==> config.mk <==
export PLATFORM = sky130hd
export DESIGN_NAME = button_conditioner
export DESIGN_NICKNAME = d
export VERILOG_FILES = /design/src/rtl/button_conditioner.sv
export SDC_FILE = /design/constraint.sdc
export NUM_CORES = 1
export LEC_CHECK = 0
export ABC_CLOCK_PERIOD_IN_PS = 3050
export CAP_MARGIN = 40
export CELL_PAD_IN_SITES_DETAIL_PLACEMENT = 0
export CELL_PAD_IN_SITES_GLOBAL_PLACEMENT = 2
export CORE_UTILIZATION = 42
export CTS_CLUSTER_SIZE = 25
export DETAILED_ROUTE_END_ITERATION = 8
export GPL_TIMING_DRIVEN = 0
export PLACE_DENSITY_LB_ADDON = 0.3
export SLEW_MARGIN = 20
export SYNTH_ARGS = -nofsm -noshare
export SYNTH_HDL_FRONTEND = slang
export SYNTH_SLANG_ARGS = --single-unit
==> constraint.sdc <==
create_clock -name clk_clk -period 3.05 [get_ports clk_clk]
set_input_delay 0.61 -clock clk_clk [delete_from_list [all_inputs] [get_ports clk_clk]]
set_output_delay 0.61 -clock clk_clk [all_outputs]
set_load 0.01 [all_outputs]
==> src/rtl/button_conditioner.sv <==
// button_conditioner
//   Conditions the raw DE1-SoC KEY pads for the buttons PIO and fabric logic.
//   Each channel has a 2-flop synchronizer, a counter debounce, and registered
//   press / release / long-press strobes. Channels are fully independent.
//
//   Optional feature macro: BTN_AUTO_REPEAT_EN
//     defined   : repeat_pulse strobes every REPEAT_CYCLES after a long press
//     undefined : no repeat counter is built and repeat_pulse is tied to 0
//
//   Reset is synchronous and active-low. It clears every flop, including the
//   synchronizer, so a key held through reset is seen as a brand-new press.

module button_conditioner #(
  parameter int NUM_BUTTONS     = 3,
  parameter int ACTIVE_LOW      = 1,
  parameter int DEBOUNCE_CYCLES = 1_000_000,
  parameter int LONG_CYCLES     = 50_000_000,
  parameter int REPEAT_CYCLES   = 10_000_000
) (
  input  logic                   clk_clk,
  input  logic                   reset_reset_n,
  input  logic [NUM_BUTTONS-1:0] key_raw,
  output logic [NUM_BUTTONS-1:0] buttons_export,
  output logic [NUM_BUTTONS-1:0] press_pulse,
  output logic [NUM_BUTTONS-1:0] release_pulse,
  output logic [NUM_BUTTONS-1:0] long_pulse,
  output logic [NUM_BUTTONS-1:0] repeat_pulse
);

  // Debounce counter only ever reaches DEBOUNCE_CYCLES-1 before it clears.
  localparam int DB_W = (DEBOUNCE_CYCLES > 2) ? $clog2(DEBOUNCE_CYCLES) : 1;
  // Hold counter saturates at LONG_CYCLES, so it needs room for that value.
  localparam int HOLD_W = $clog2(LONG_CYCLES + 1);

  localparam logic [DB_W-1:0]   DB_LAST   = DB_W'(DEBOUNCE_CYCLES - 1);
  localparam logic [HOLD_W-1:0] HOLD_LAST = HOLD_W'(LONG_CYCLES - 1);
  localparam logic [HOLD_W-1:0] HOLD_SAT  = HOLD_W'(LONG_CYCLES);

  // XOR mask that turns the pad level into "1 = pressed".
  localparam logic [NUM_BUTTONS-1:0] POL_MASK = (ACTIVE_LOW != 0) ? '1 : '0;

  // Counters rely on a terminal count distinct from the cleared value.
  if (DEBOUNCE_CYCLES < 2 || LONG_CYCLES < 2 || REPEAT_CYCLES < 2) begin : g_param_check
    $error("button_conditioner: DEBOUNCE_CYCLES, LONG_CYCLES and REPEAT_CYCLES must be >= 2");
  end

`ifdef BTN_AUTO_REPEAT_EN
  // Repeat counter runs 0 .. REPEAT_CYCLES-1 and wraps only via explicit clear.
  localparam int REP_W = (REPEAT_CYCLES > 2) ? $clog2(REPEAT_CYCLES) : 1;
  localparam logic [REP_W-1:0] REP_LAST = REP_W'(REPEAT_CYCLES - 1);
`endif

  // Polarity-normalized synchronizer; reset parks both stages at "released".
  logic [NUM_BUTTONS-1:0] s1_q;
  logic [NUM_BUTTONS-1:0] s2_q;

  // Two-flop synchronizer for the asynchronous pads.
  always_ff @(posedge clk_clk) begin
    if (!reset_reset_n) begin
      s1_q <= '0;
      s2_q <= '0;
    end else begin
      s1_q <= key_raw ^ POL_MASK;
      s2_q <= s1_q;
    end
  end

  for (genvar i = 0; i < NUM_BUTTONS; i++) begin : g_ch
    logic              stable_q;
    logic              stable_d;
    logic [DB_W-1:0]   db_cnt_q;
    logic [DB_W-1:0]   db_cnt_d;
    logic [HOLD_W-1:0] hold_cnt_q;
    logic [HOLD_W-1:0] hold_cnt_d;
    logic              press_q;
    logic              press_d;
    logic              release_q;
    logic              release_d;
    logic              long_q;
    logic              long_d;

    // Debounce: accept the synchronized level once it has differed from the
    // stable level for DEBOUNCE_CYCLES consecutive samples.
    always_comb begin
      stable_d  = stable_q;
      db_cnt_d  = db_cnt_q;
      press_d   = 1'b0;
      release_d = 1'b0;
      if (s2_q[i] == stable_q) begin
        db_cnt_d = '0;
      end else if (db_cnt_q == DB_LAST) begin
        stable_d  = s2_q[i];
        db_cnt_d  = '0;
        press_d   = s2_q[i];
        release_d = ~s2_q[i];
      end else begin
        db_cnt_d = db_cnt_q + 1'b1;
      end
    end

    // Hold timer: counts cycles spent pressed, fires long_pulse once and then
    // sits at LONG_CYCLES, which also marks "long press reached" for repeat.
    // A release accepted on this edge suppresses any long strobe.
    always_comb begin
      hold_cnt_d = hold_cnt_q;
      long_d     = 1'b0;
      if (!stable_q || release_d) begin
        hold_cnt_d = '0;
      end else if (hold_cnt_q == HOLD_LAST) begin
        hold_cnt_d = HOLD_SAT;
        long_d     = 1'b1;
      end else if (hold_cnt_q != HOLD_SAT) begin
        hold_cnt_d = hold_cnt_q + 1'b1;
      end
    end

    // Channel state and registered strobes.
    always_ff @(posedge clk_clk) begin
      if (!reset_reset_n) begin
        stable_q   <= 1'b0;
        db_cnt_q   <= '0;
        hold_cnt_q <= '0;
        press_q    <= 1'b0;
        release_q  <= 1'b0;
        long_q     <= 1'b0;
      end else begin
        stable_q   <= stable_d;
        db_cnt_q   <= db_cnt_d;
        hold_cnt_q <= hold_cnt_d;
        press_q    <= press_d;
        release_q  <= release_d;
        long_q     <= long_d;
      end
    end

    assign buttons_export[i] = stable_q;
    assign press_pulse[i]    = press_q;
    assign release_pulse[i]  = release_q;
    assign long_pulse[i]     = long_q;

`ifdef BTN_AUTO_REPEAT_EN
    logic [REP_W-1:0] rep_cnt_q;
    logic [REP_W-1:0] rep_cnt_d;
    logic             repeat_q;
    logic             repeat_d;

    // Auto-repeat: restarts on the long_pulse edge, then strobes every
    // REPEAT_CYCLES while held; release (or not pressed) clears it.
    always_comb begin
      rep_cnt_d = rep_cnt_q;
      repeat_d  = 1'b0;
      if (!stable_q || release_d || long_d) begin
        rep_cnt_d = '0;
      end else if (hold_cnt_q == HOLD_SAT) begin
        if (rep_cnt_q == REP_LAST) begin
          rep_cnt_d = '0;
          repeat_d  = 1'b1;
        end else begin
          rep_cnt_d = rep_cnt_q + 1'b1;
        end
      end
    end

    // Repeat counter and registered repeat strobe.
    always_ff @(posedge clk_clk) begin
      if (!reset_reset_n) begin
        rep_cnt_q <= '0;
        repeat_q  <= 1'b0;
      end else begin
        rep_cnt_q <= rep_cnt_d;
        repeat_q  <= repeat_d;
      end
    end

    assign repeat_pulse[i] = repeat_q;
`else
    assign repeat_pulse[i] = 1'b0;
`endif
  end

endmodule

==> results.toml <==
[outcome]
run_status = "completed"

[timing]
fin_crit_ns = 2.39
slew_violations = 0
timing.fmax_mhz = 419
maxSlewHeadroom_pct = 55.0
fin_skew_ns = 0.0119
tightestPinTransition_ns = 0.674
final_hold_viols = 0
period_share_pct = 78.3
rsz0062_at_grt = "no"
setup_violations = 0
totalNegativeSetupSlack_ns = 0

[worst_setup_path]
worstPathCellList = "ha_1 > nand4_2 > or4_4 > o311ai_4 > buf_6 > nor3_1"
path_delay_family = "simple AND/OR/NAND/NOR gates"
timing.critical_path.fanout_max = 10
crit_type = "reg -> reg"
critical_path_required_ns = 3.34
setup.worst_path.end_class = "flop"
cpMaxStageDelayCell = "sky130_fd_sc_hd__or4_4"
timing.reg2reg.setup_slack_ns = 0.66
critPathBufInv = 1
critPathLaunchType = "flop"
timing.critical_path.arrival_ns = 2.68
slowest_delay_ns = 0.60

[clocking]
clock_insertion_delay_worst_skew_ns = 0.43
cts_sinks = 156
cts_buffer_depth = 2
tritoncts = "built"
path_clk_slew_ns = 0.06
cts-htree-levels = 4
tritoncts.num_buffers = 17
cts_post_setup_buffers_inserted = 0
cts_repair_resize_count = 0
cts.root.buffer_cell = "sky130_fd_sc_hd__clkbuf_16"
hold_buffers = 0

[logic_synthesis]
dominantRegCellSynth = "sky130_fd_sc_hd__dfxtp_1"
mappedNetlistArea_um2 = 7530
postSynthAreaPerCell_um2 = 8.76
synthesis.instances = 860
async_reset_ff_share_pct = 0
synth_top_area_cell = "sky130_fd_sc_hd__dfxtp_1"
synth_largest_type_area_fraction_pct = 41.5
top_area_cells_in_the_synthesized_netlist = "sky130_fd_sc_hd__dfxtp_1, sky130_fd_sc_hd__xor2_1, sky130_fd_sc_hd__nand3_1"
post_synth_most_frequent_cells = "sky130_fd_sc_hd__dfxtp_1, sky130_fd_sc_hd__nor2_1, sky130_fd_sc_hd__nand2_1, sky130_fd_sc_hd__nand3_1"
synth-edff-count = 0
yosys_warnings = 0
synth.ff_latch_count = 156
yosys.cell_count.top_type = "sky130_fd_sc_hd__dfxtp_1"
synth-seq-area-share_pct = 41.5
yosysUniqueCellTypes = 62

[finish]
utilization_pct = 49.6
antennaDiodeCount = 0
layout-drive-gt1-share_pct = 9.90
area_growth_syn_to_layout_pct = 14.7
finish.net_count = 911

[placed_design]
place_hpwl_um = 11600
place.gp.congestion = 0.790
port_buffers = 15

[floorplan]
floorplan.die_area_um2 = 18500
fp.coreArea_um2 = 17400
std_cell_rows = 48
dieHeight_um = 136
die-width_um = 136
ios = 20
starting_density_of_the_core_pct = 43.2

[power_and_ir_drop]
switching_share_pct = 19.6
power.static_leakage_nw = 2.61
combPwrFrac_pct = 0.6
cell_int_power_mw = 3.56
switching_power_uw = 869
power_density_over_cell_area_nw_per_um2 = 513
total_power_mw = 4.43
sequential_share_of_power_pct = 46.2
power.share.clock_pct = 53.2
vdd_drop_max_mv = 0.407

[grt]
grt_antenna_before_repair = 0
global_route.peak_usage_layer = "met2"
grt_util_all_layers_pct = 18.7
grt_start_max_net_pins = 17
number_of_global_route_vias_before_repair = 5957
met3_usage_pct = 4.36
overflow = 0
grt_pass1_wl_um = 28000
grt.met1_usage_pct = 24.9
met2_capacity_usage_during_global_routing_pct = 30.2

[drt]
drc_errors = 0
drt-total-wl_um = 16600
routed_via_density = 5.57
drt-pass1-iter-count = 5
drtAntennaViolNets = 0
routed_length_per_placed_instance_um = 14.6
via_count = 6320
drt_first_iter_violations = 297

[min_path]
worst_min_path_class = "reg -> reg"

[job]
maximum_capacitance_violations = 0
[flip-flops by register name, indices dropped and copies added, names as in the netlist]
signal,count
g_ch.hold_cnt_q,78
s2_q,3
g_ch.long_q,3
g_ch.press_q,3
g_ch.db_cnt_q,60
g_ch.stable_q,3
g_ch.release_q,3
s1_q,3
[power by group through the flow]
stage / combinational, mW / sequential, mW / clock [mW]
6_report: 0.0281 / 2.05 / 2.36
5_1_grt: 0.0314 / 2.05 / 2.49
4_1_cts: 0.0284 / 2.05 / 2.41
3_5_place_dp: 0.0283 / 2.09 / 0
3_3_place_gp: 0.0281 / 2.09 / 0
2_1_floorplan: 0.0192 / 2.09 / 0
[stage by stage]
stage	hold WS (ns)	setup WS [ns]	instances	area, µm²
CTS	0.439	0.631	1134	8640
finish	0.437	0.661	1134	8640
floorplan	0.412	1.04	862	7540
global route	0.447	0.481	1134	8640
detailed placement	0.425	0.640	1103	7980
global placement	0.416	0.695	1102	7970
[layer usage]
layer | wire [µm] | vias to the layer above
li1 | - | 3244
met1 | 8340 | 2996
met2 | 7610 | 74
met3 | 478 | 6
met4 | 119 | 0
met5 | 0 | -
[worst reg2reg max path, delay by kind of cell (launching register included)]
| kind | cells | cell delay, ns |
|---|---|---|
| adders and majority gates | 1 | 0.26 |
| buffers and inverters | 1 | 0.23 |
| AOI/OAI and AO/OA | 1 | 0.54 |
| DFF | 1 | 0.37 |
| and+or+nand+nor | 3 | 0.85 |
[path summary, 6_finish.rpt]
path                                           from                     end  cells after the start
worst min register to register              s1_q[0]                 s2_q[0]                      1
worst min-delay path                        s1_q[0]                 s2_q[0]                      1
worst max register to register  g_ch[2].db_cnt_q[0]  g_ch[2].hold_cnt_q[16]                      6
worst max-delay path            g_ch[2].db_cnt_q[0]  g_ch[2].hold_cnt_q[16]                      6
[kinds of logic (layout without fill, tap and decap cells)]
logic type	count (synthesis)	in the layout	share of synthesized area [%]
buffers and inverters	66	113	4.75
other	1	3	0.0498
multiplexers	1	1	0.133
XOR/XNOR	74	74	8.61
AO/OA/AOI/OAI	134	134	11.4
AND/OR/NAND/NOR	419	419	32.1
adder cells (fa/ha/maj)	9	9	1.50
flip-flops	156	156	41.5
[cell usage in the layout, fill, tap and decap left out, drive strengths merged, types with 3 or more instances in the layout]
cell / instances
xor2: 48
xnor2: 26
or2: 4
o21ai: 29
nor2: 68
and2: 11
nor4: 20
clkdlybuf4s50: 15
o31ai: 26
inv: 19
conb: 3
nand2b: 3
and4: 17
nand4: 45
clkbuf: 34
nor4b: 10
dfxtp: 156
clkinvlp: 4
bufinv: 5
a21oi: 48
buf: 33
and3: 14
nor3: 35
nor2b: 5
nand3: 56
or4: 34
or3: 27
a211oi: 15
nand2: 56
ha: 9
[cell type report]
type	instances	area [µm²]
fill	1646	8780
multi-input combinational	640	4060
sequential	156	3120
clock buffer	20	467
buffer	47	287
tap	225	282
clock inverter	11	190
timing repair buffer	16	160
inverter	19	71.3
Note: power is estimated with default switching activity, not from simulation.
